`config.mk`:
```
export PLATFORM = sky130hd
export DESIGN_NAME = count_extender_flat
export DESIGN_NICKNAME = d
export VERILOG_FILES = /design/src/rtl/count_extender_if.sv /design/src/rtl/count_extender.sv /design/src/flat_wrapper.sv
export SDC_FILE = /design/constraint.sdc
export NUM_CORES = 1
export LEC_CHECK = 0
export ABC_AREA = 1
export ABC_CLOCK_PERIOD_IN_PS = 2700
export CAP_MARGIN = 20
export CELL_PAD_IN_SITES_DETAIL_PLACEMENT = 1
export CELL_PAD_IN_SITES_GLOBAL_PLACEMENT = 2
export CORE_MARGIN = 3
export CORE_UTILIZATION = 31
export CTS_BUF_LIST = sky130_fd_sc_hd__clkbuf_4
export DETAILED_ROUTE_END_ITERATION = 6
export PLACE_DENSITY_LB_ADDON = 0.3
export SLEW_MARGIN = 10
export SYNTH_ARGS = -nofsm -noshare
export SYNTH_HDL_FRONTEND = slang
export SYNTH_SLANG_ARGS = --single-unit
export TNS_END_PERCENT = 1
```
`constraint.sdc`:
```
create_clock -name Clk -period 2.7 [get_ports Clk]
set_input_delay 0.27 -clock Clk [delete_from_list [all_inputs] [get_ports Clk]]
set_output_delay 0.27 -clock Clk [all_outputs]
set_load 0.05 [all_outputs]
```
`src/rtl/count_extender_if.sv`:
```
// Wrap-event stream carried from count_extender to its consumer.
// The producer drives valid/data, the consumer drives ready.
interface count_extender_if #(
    parameter int HI_WIDTH = 4
) ();
    logic              evt_valid;
    logic              evt_ready;
    logic [HI_WIDTH:0] evt_data;

    modport master (output evt_valid, output evt_data, input evt_ready);
    modport slave  (input evt_valid, input evt_data, output evt_ready);
endinterface

```
`src/rtl/count_extender.sv`:
```
// count_extender: extends a free-running 4-bit ripple count with an
// HI_WIDTH-bit upper count by watching for 15->0 / 0->15 wraps between two
// registered samples. Wraps are also queued as events in a 2-entry FIFO.
module count_extender #(
    parameter int HI_WIDTH = 4
) (
    input  logic                  Clk,
    input  logic                  rst,
    input  logic [3:0]            Count,
    input  logic                  up_down,
    input  logic [4+HI_WIDTH-1:0] thresh,
    output logic [4+HI_WIDTH-1:0] ext_count,
    output logic                  wrap_up,
    output logic                  wrap_dn,
    output logic                  match,
    output logic                  jump_err,
    output logic                  dir_err,
    output logic                  evt_ovf,
    count_extender_if.master      evt
);
    localparam int DW = HI_WIDTH + 1;

    // Sample pipeline: s1 is the newest sample, s2 the previous one.
    logic [3:0]          s1_count_r, s2_count_r;
    logic                s1_dir_r;
    logic                v1_r, v2_r;
    logic [HI_WIDTH-1:0] hi_r;
    logic                wrap_up_r, wrap_dn_r;
    logic                jump_err_r, dir_err_r, evt_ovf_r;

    // Event FIFO storage.
    logic [DW-1:0]       fifo_mem_r [0:1];
    logic                wr_ptr_r, rd_ptr_r;
    logic [1:0]          fifo_cnt_r;

    // Classification / next-state signals.
    logic                cmp_en_s, hold_s, step_up_s, step_dn_s, jump_s;
    logic                wrap_up_s, wrap_dn_s, dir_bad_s;
    logic [HI_WIDTH-1:0] hi_next_s;
    logic                push_s, pop_s, full_s, push_ok_s, drop_s;
    logic [DW-1:0]       push_data_s;
    logic [1:0]          fifo_cnt_next_s;

    // +1 modulo 16 from old to new.
    function automatic logic is_step_up(input logic [3:0] old_v, input logic [3:0] new_v);
        return (new_v == (old_v + 4'd1));
    endfunction

    // -1 modulo 16 from old to new.
    function automatic logic is_step_dn(input logic [3:0] old_v, input logic [3:0] new_v);
        return (new_v == (old_v - 4'd1));
    endfunction

    // Classify the s2->s1 transition and derive hi / FIFO next-state.
    always_comb begin
        cmp_en_s  = v1_r & v2_r;
        hold_s    = 1'b0;
        step_up_s = 1'b0;
        step_dn_s = 1'b0;
        jump_s    = 1'b0;
        if (cmp_en_s) begin
            hold_s    = (s1_count_r == s2_count_r);
            step_up_s = is_step_up(s2_count_r, s1_count_r);
            step_dn_s = is_step_dn(s2_count_r, s1_count_r);
            jump_s    = ~hold_s & ~step_up_s & ~step_dn_s;
        end else begin
            hold_s    = 1'b0;
            step_up_s = 1'b0;
            step_dn_s = 1'b0;
            jump_s    = 1'b0;
        end

        wrap_up_s = step_up_s & (s2_count_r == 4'hF);
        wrap_dn_s = step_dn_s & (s2_count_r == 4'h0);
        dir_bad_s = (step_up_s & ~s1_dir_r) | (step_dn_s & s1_dir_r);

        if (wrap_up_s) begin
            hi_next_s = hi_r + HI_WIDTH'(1'b1);
        end else if (wrap_dn_s) begin
            hi_next_s = hi_r - HI_WIDTH'(1'b1);
        end else begin
            hi_next_s = hi_r;
        end

        // A push while full is still accepted if the same edge pops.
        push_s      = wrap_up_s | wrap_dn_s;
        push_data_s = {wrap_up_s, hi_next_s};
        pop_s       = (fifo_cnt_r != 2'd0) & evt.evt_ready;
        full_s      = (fifo_cnt_r == 2'd2);
        push_ok_s   = push_s & (~full_s | pop_s);
        drop_s      = push_s & full_s & ~pop_s;

        case ({push_ok_s, pop_s})
            2'b10:   fifo_cnt_next_s = fifo_cnt_r + 2'd1;
            2'b01:   fifo_cnt_next_s = fifo_cnt_r - 2'd1;
            default: fifo_cnt_next_s = fifo_cnt_r;
        endcase
    end

    // Capture Count/up_down into s1, shift s1 into s2, track validity.
    always_ff @(posedge Clk) begin
        if (rst) begin
            s1_count_r <= 4'd0;
            s2_count_r <= 4'd0;
            s1_dir_r   <= 1'b0;
            v1_r       <= 1'b0;
            v2_r       <= 1'b0;
        end else begin
            s1_count_r <= Count;
            s1_dir_r   <= up_down;
            s2_count_r <= s1_count_r;
            v1_r       <= 1'b1;
            v2_r       <= v1_r;
        end
    end

    // Upper count, wrap pulses and sticky jump/direction errors.
    always_ff @(posedge Clk) begin
        if (rst) begin
            hi_r       <= {HI_WIDTH{1'b0}};
            wrap_up_r  <= 1'b0;
            wrap_dn_r  <= 1'b0;
            jump_err_r <= 1'b0;
            dir_err_r  <= 1'b0;
        end else begin
            hi_r       <= hi_next_s;
            wrap_up_r  <= wrap_up_s;
            wrap_dn_r  <= wrap_dn_s;
            jump_err_r <= jump_err_r | jump_s;
            dir_err_r  <= dir_err_r | dir_bad_s;
        end
    end

    // Two-entry wrap-event FIFO with sticky overflow flag.
    always_ff @(posedge Clk) begin
        if (rst) begin
            fifo_mem_r[0] <= {DW{1'b0}};
            fifo_mem_r[1] <= {DW{1'b0}};
            wr_ptr_r      <= 1'b0;
            rd_ptr_r      <= 1'b0;
            fifo_cnt_r    <= 2'd0;
            evt_ovf_r     <= 1'b0;
        end else begin
            if (push_ok_s) begin
                fifo_mem_r[wr_ptr_r] <= push_data_s;
                wr_ptr_r             <= ~wr_ptr_r;
            end
            if (pop_s) begin
                rd_ptr_r <= ~rd_ptr_r;
            end
            fifo_cnt_r <= fifo_cnt_next_s;
            evt_ovf_r  <= evt_ovf_r | drop_s;
        end
    end

    assign ext_count     = {hi_r, s2_count_r};
    assign match         = (ext_count == thresh);
    assign wrap_up       = wrap_up_r;
    assign wrap_dn       = wrap_dn_r;
    assign jump_err      = jump_err_r;
    assign dir_err       = dir_err_r;
    assign evt_ovf       = evt_ovf_r;
    assign evt.evt_valid = (fifo_cnt_r != 2'd0);
    assign evt.evt_data  = fifo_mem_r[rd_ptr_r];
endmodule

```
`src/flat_wrapper.sv`:
```
// flat-port wrapper written by rule: the top's interface ports become plain ports
module count_extender_flat 
#(
    parameter int HI_WIDTH = 4
)
  (Clk, rst, Count, up_down, thresh, ext_count, wrap_up, wrap_dn, match, jump_err, dir_err, evt_ovf, evt_evt_valid, evt_evt_data, evt_evt_ready);
  count_extender_if #(.HI_WIDTH(HI_WIDTH)) evt_i ();
  input  logic Clk;
  input  logic rst;
  input  logic [3:0] Count;
  input  logic up_down;
  input  logic [4+HI_WIDTH-1:0] thresh;
  output logic [4+HI_WIDTH-1:0] ext_count;
  output logic wrap_up;
  output logic wrap_dn;
  output logic match;
  output logic jump_err;
  output logic dir_err;
  output logic evt_ovf;
  output wire logic [$bits(evt_i.evt_valid)-1:0] evt_evt_valid;
  output wire logic [$bits(evt_i.evt_data)-1:0] evt_evt_data;
  input wire logic [$bits(evt_i.evt_ready)-1:0] evt_evt_ready;
  assign evt_evt_valid = evt_i.evt_valid;
  assign evt_evt_data = evt_i.evt_data;
  assign evt_i.evt_ready = evt_evt_ready;
  count_extender #(.HI_WIDTH(HI_WIDTH)) u_core (.Clk(Clk), .rst(rst), .Count(Count), .up_down(up_down), .thresh(thresh), .ext_count(ext_count), .wrap_up(wrap_up), .wrap_dn(wrap_dn), .match(match), .jump_err(jump_err), .dir_err(dir_err), .evt_ovf(evt_ovf), .evt(evt_i));
endmodule
```
# Yosys cells after proc, flatten, opt, wreduce, memory -nomap -nowiden
# Memory sizes are Yosys's and may differ from the RTL's. A register that Yosys moved wholly into a read port is not among the register bits.
# Index checks and enable logic that the tools add are counted.
# totals
ff_bits	24
latchBits	0
mem_bits_rw	10
mem_bits_ro	0
input_bits	16
out_inout_bits	20
elab_cells	75
mem_count	1
# classes
add_sub_neg	6
n_mul	0
div_mod_pow	0
n_lt_le_gt_ge	0
n_eq_ne	8
n_shift	0
n_mux	17
bitwise_logic	25
n_reduce_logical	4
# memory_table
memory	words	width	rd	rd_ports_with_merged_regs	write_ports	line	rtl
u_core.fifo_mem_r	2	5	1	1	2	count_extender.sv:32	logic [DW-1:0] fifo_mem_r [0:1];
# ops
cell	n
$mux W1	13
$eq A4 B4 Y1	3
$and A1 B1 Y1	11
$add A4 B1 Y4 const B	2
$eq A8 B8 Y1	1
$mux W4	2
$not A1 Y1	8
$sub A4 B1 Y4 const B	2
$or A1 B1 Y1	6
$mux W5	1
$reduce_or A5 Y1	1
$eq A2 B2 Y1 const B	2
$eq A4 B4 Y1 const B	1
$logic_not A4 Y1	1
$pmux W2 S2	1
$reduce_bool A2 Y1	2
$add A2 B1 Y2 const B	1
$eq A2 B1 Y1 const B	1
$sub A2 B1 Y2 const B	1

# Logic depth before layout (Yosys ltp)
# depth
word_depth	11
ltp_mapped	17

# Worst setup path before layout
# No wires, ideal clock.
# synth_path
path_kind	register to register
startpoint	register u_core.s2_count_r[0]
endpoint	register u_core.fifo_cnt_r[1]
setup_time_ns	0.070
t_arrival_ns	2.589
t_required_ns	2.630
slack_ns	0.041
path_stages_with_launch	17
path_buffers	0
path_cell_list	dfxtp_1 -> inv_2 -> ha_1 -> inv_1 -> nand2_1 -> nand2_1 -> nand2_2 -> nor2_4 -> nand4_4 -> nand2_4 -> nand2_4 -> ha_1 -> inv_1 -> nand2_1 -> nor2_1 -> o21ai_0 -> a21oi_1
# synth_via
elab_chain_cells	8
word_cells_on_any_way	16
classes_between	2 x add/sub; 5 x eq/ne; 3 x mux; 4 x bitwise; 2 x reduce/logical
# synth_lines
element	line	rtl
from (decl)	count_extender.sv:24	logic [3:0] s1_count_r, s2_count_r;
from (signal assigned)	count_extender.sv:111	s2_count_r <= s1_count_r;
$add A4 B1 Y4 / $sub A4 B1 Y4 (equally long branches)	count_extender.sv:46, count_extender.sv:51	
$eq A4 B4 Y1, on equally long branches	count_extender.sv:46, count_extender.sv:51	
$mux W1	count_extender.sv:61	if (cmp_en_s) begin
$and A1 B1 Y1, on equally long branches	count_extender.sv:73, count_extender.sv:74	
$or A1 B1 Y1 *	count_extender.sv:86	push_s = wrap_up_s | wrap_dn_s;
$and A1 B1 Y1 *	count_extender.sv:90	push_ok_s = push_s & (~full_s | pop_s);
$eq A2 B1 Y1 / $eq A2 B2 Y1 (equally long branches)	count_extender.sv:93	case ({push_ok_s, pop_s})
$pmux W2 S2 / $reduce_bool A2 Y1 (equally long branches)	--	
to (signal assigned)	count_extender.sv:151	fifo_cnt_r <= fifo_cnt_next_s;
to (decl)	count_extender.sv:34	logic [1:0] fifo_cnt_r;
# Every way passes the cells marked *; elsewhere a longest branch is shown, timed or not.
# A chain may end at the register's enable or synchronous reset.

# Worst setup path after layout
# Ends and elaborated chain as after synthesis.

==> flow_summary_export.csv <==
group,metric,value,unit
outcome,status,"finished, final reports clean",
clocking,cts.repair.resized,0,
grt,grt_pass1_wl,7.77,mm
grt,track_usage,13.4,%
layout,drive_gt1_share,18.3,%
place,io_buffers,35,
logic_synthesis,yosysSeqAreaShare,40.8,%
clocking,cts.sinks,35,
sta,slew_viol_final,0,
routing,finalWirelength,4.52,mm
layout,area_delta_synth_final,27.3,%
grt,overflow,0,
layout,layout_common_cells,"43 x nand2_1, 35 x clkdlybuf4s50_1, 32 x inv_1, 32 x nor2_1, 25 x dfxtp_1",
layout,diodes,0,
routing,initialDrtViolationCount,55,
setup_path,end_kind,"flip-flop",
sta,fin_crit,2.40,ns
routing,vias,1663,
layout,nets,305,
logic_synthesis,synthCells,241,
sta,tns,0,ns
floorplan,die_h,85.6,um
layout,fin_util,41.5,%
sta,hold_viol_final,0,
setup_path,crit_fanout,7,
power_and_ir_drop,p_leak,1.06,nW
grt,antenna_found_initial,0,
floorplan,core_area,6030,um2
floorplan,core.rowCount,28,
logic_synthesis,synth_edf_count,10,
power_and_ir_drop,vdd_drop_max,194,uV
routing,wl_per_cell,12.6,um
sta,rsz0062_at_grt,"false",
routing,drc,0,
floorplan,io_pins,36,
clocking,clockBufferDepth,2,
grt,grt_pass1_vias,1661,
place,place_congestion,0.849,
place,placed_cell_area,2420,um2
floorplan,die-area,7330,um2
sta,tightest_slew,0.509,ns
floorplan,die_w,85.6,um
sta,fin_skew,0.0118,ns
clocking,clk_latency,0.34,ns
clocking,htree_levels,2,
sta,setup_viol,0,
sta,fmax,417,MHz
routing,via_per_inst,4.63,
place,preCtsSetupSlack,0.307,ns
clocking,post-cts-setup-buffer-count,0,
min_path,hold_class,"flip-flop to flip-flop",
logic_synthesis,synth_nets,263,
logic_synthesis,ys_ff_latch,35,
clocking,cts_root_buf,"clkbuf_4",
sta,setup_slack,0.300,ns
clocking,cts_hold_buf,0,
layout,final_common_cell,"nand2_1",
logic_synthesis,syn_area_per_cell,8.15,um2
clocking,clk_pin_slew,0.13,ns
layout,n_fill_cell,736,
routing,drtPass1Iterations,4,
layout,final_area,2500,um2
routing,detail-route-antenna-nets,0,
power_and_ir_drop,cellPowerDensity,448,nW/um2
flow_run,cap_violations,0,
setup_path,crit_arrival,2.68,ns
setup_path,startpoint_type,"flip-flop",
logic_synthesis,ys_types,33,
logic_synthesis,syn_area,1960,um2
setup_path,required,2.98,ns
sta,slew_headroom,65.9,%
place,hpwlAfterDp,3.58,mm
logic_synthesis,async_flop_share,0,%
logic_synthesis,ys.flop_type,"dfxtp_1",
floorplan,initial_core_util,32.6,%
clocking,cts_tree,"yes",
sta,final.period_utilization,88.9,%
grt,grt_max_degree,19,
setup_path,crit_type,"flip-flop to flip-flop",
sta,whs,0.417,ns
logic_synthesis,yosysWarnings,0,
clocking,cts_buffers,5,
-- state kept, by name (all words and copies together) (netlist names), named ones only --
name               count
u_core.fifo_mem_r     10
u_core.hi_r            4
u_core.s1_count_r      4
u_core.s2_count_r      4
u_core.fifo_cnt_r      2
u_core.dir_err         1
u_core.evt_ovf         1
u_core.jump_err        1
u_core.rd_ptr_r        1
u_core.s1_dir_r        1
u_core.v1_r            1
u_core.v2_r            1
u_core.wr_ptr_r        1
u_core.wrap_dn         1
u_core.wrap_up         1
-- stage by stage --
step           std cells  power (W)
3_5_place_dp         351   0.000740
2_1_floorplan        241   0.000680
3_3_place_gp         351   0.000737
5_1_grt              359    0.00118
4_1_cts              359    0.00114
6_report             359    0.00112
-- metal layers --
metal	vias up	GRT usage, %	share of wire (%)
met4	0	3.88	0.84
met2	27	21.5	45
li1	850	-	-
met1	782	18.1	51
met5	-	0	0
met3	4	2.98	3.3
-- cells by family after synthesis --
logic type	share of synthesized area (%)
multiplexers	2.87
adder cells (fa/ha/maj)	3.82
AO/OA/AOI/OAI	4.71
flip-flops	40.8
XOR/XNOR	4.46
AND/OR/NAND/NOR	34.6
buffers and inverters	8.79
-- final timing paths --
kind / cells after the start / to / startpoint / slack (ns)
worst max-delay path: 16 / u_core.fifo_cnt_r[1] / u_core.s2_count_r[0] / 0.30
worst max register to register: 16 / u_core.fifo_cnt_r[1] / u_core.s2_count_r[0] / 0.30
worst min-delay path: 2 / u_core.v2_r / u_core.v1_r / 0.42
worst min register to register: 2 / u_core.v2_r / u_core.v1_r / 0.42
-- power breakdown --
part           leakage [nW]  switching, W  internal (W)  total, W
registers             0.307    0.00000918      0.000553  0.000563
logic                 0.707     0.0000971     0.0000662  0.000163
clock network        0.0452      0.000199      0.000195  0.000394
-- layout make-up --
type	count	area, um2	area share, %
Timing Repair Buffer	40	388	15.5
Multi-Input combinational cell	163	991	39.6
Clock buffer	5	37.5	1.50
Clock inverter	3	43.8	1.75
Tap cell	75	93.8	3.75
Inverter	38	145	5.81
Sequential cell	35	801	32.0
-- Yosys cell counts, types with 2 or more instances --
library cell | instances | share of area [%]
a21oi_1 | 9 | 2.3
clkbuf_1 | 3 | 0.57
dfxtp_1 | 25 | 25
edfxtp_1 | 10 | 15
ha_1 | 6 | 3.8
inv_1 | 32 | 6.1
inv_2 | 4 | 0.76
mux2_2 | 5 | 2.9
nand2_1 | 43 | 8.2
nand2_2 | 10 | 3.2
nand2_4 | 4 | 2.3
nand3_1 | 11 | 2.8
nand3_2 | 3 | 1.5
nand4_1 | 7 | 2.2
nand4_4 | 3 | 3.2
nor2_1 | 32 | 6.1
nor2_2 | 2 | 0.64
nor2_4 | 3 | 1.7
nor3_1 | 3 | 0.76
o21ai_0 | 5 | 1.3
xnor2_1 | 9 | 4.0
-- worst max-delay path, stage by stage (launching register included) --
cell and delay (ns):
dfxtp_1 0.37, inv_2 0.07, ha_1 0.31, inv_1 0.06, nand2_1 0.08, nand2_1 0.08, nand2_2 0.06, nor2_4 0.14
nand4_4 0.16, nand2_4 0.17, nand2_4 0.07, ha_1 0.29, inv_1 0.08, nand2_1 0.06, nor2_1 0.11, o21ai_0 0.09
a21oi_1 0.13
No activity file was read; power rests on OpenSTA's default activity.
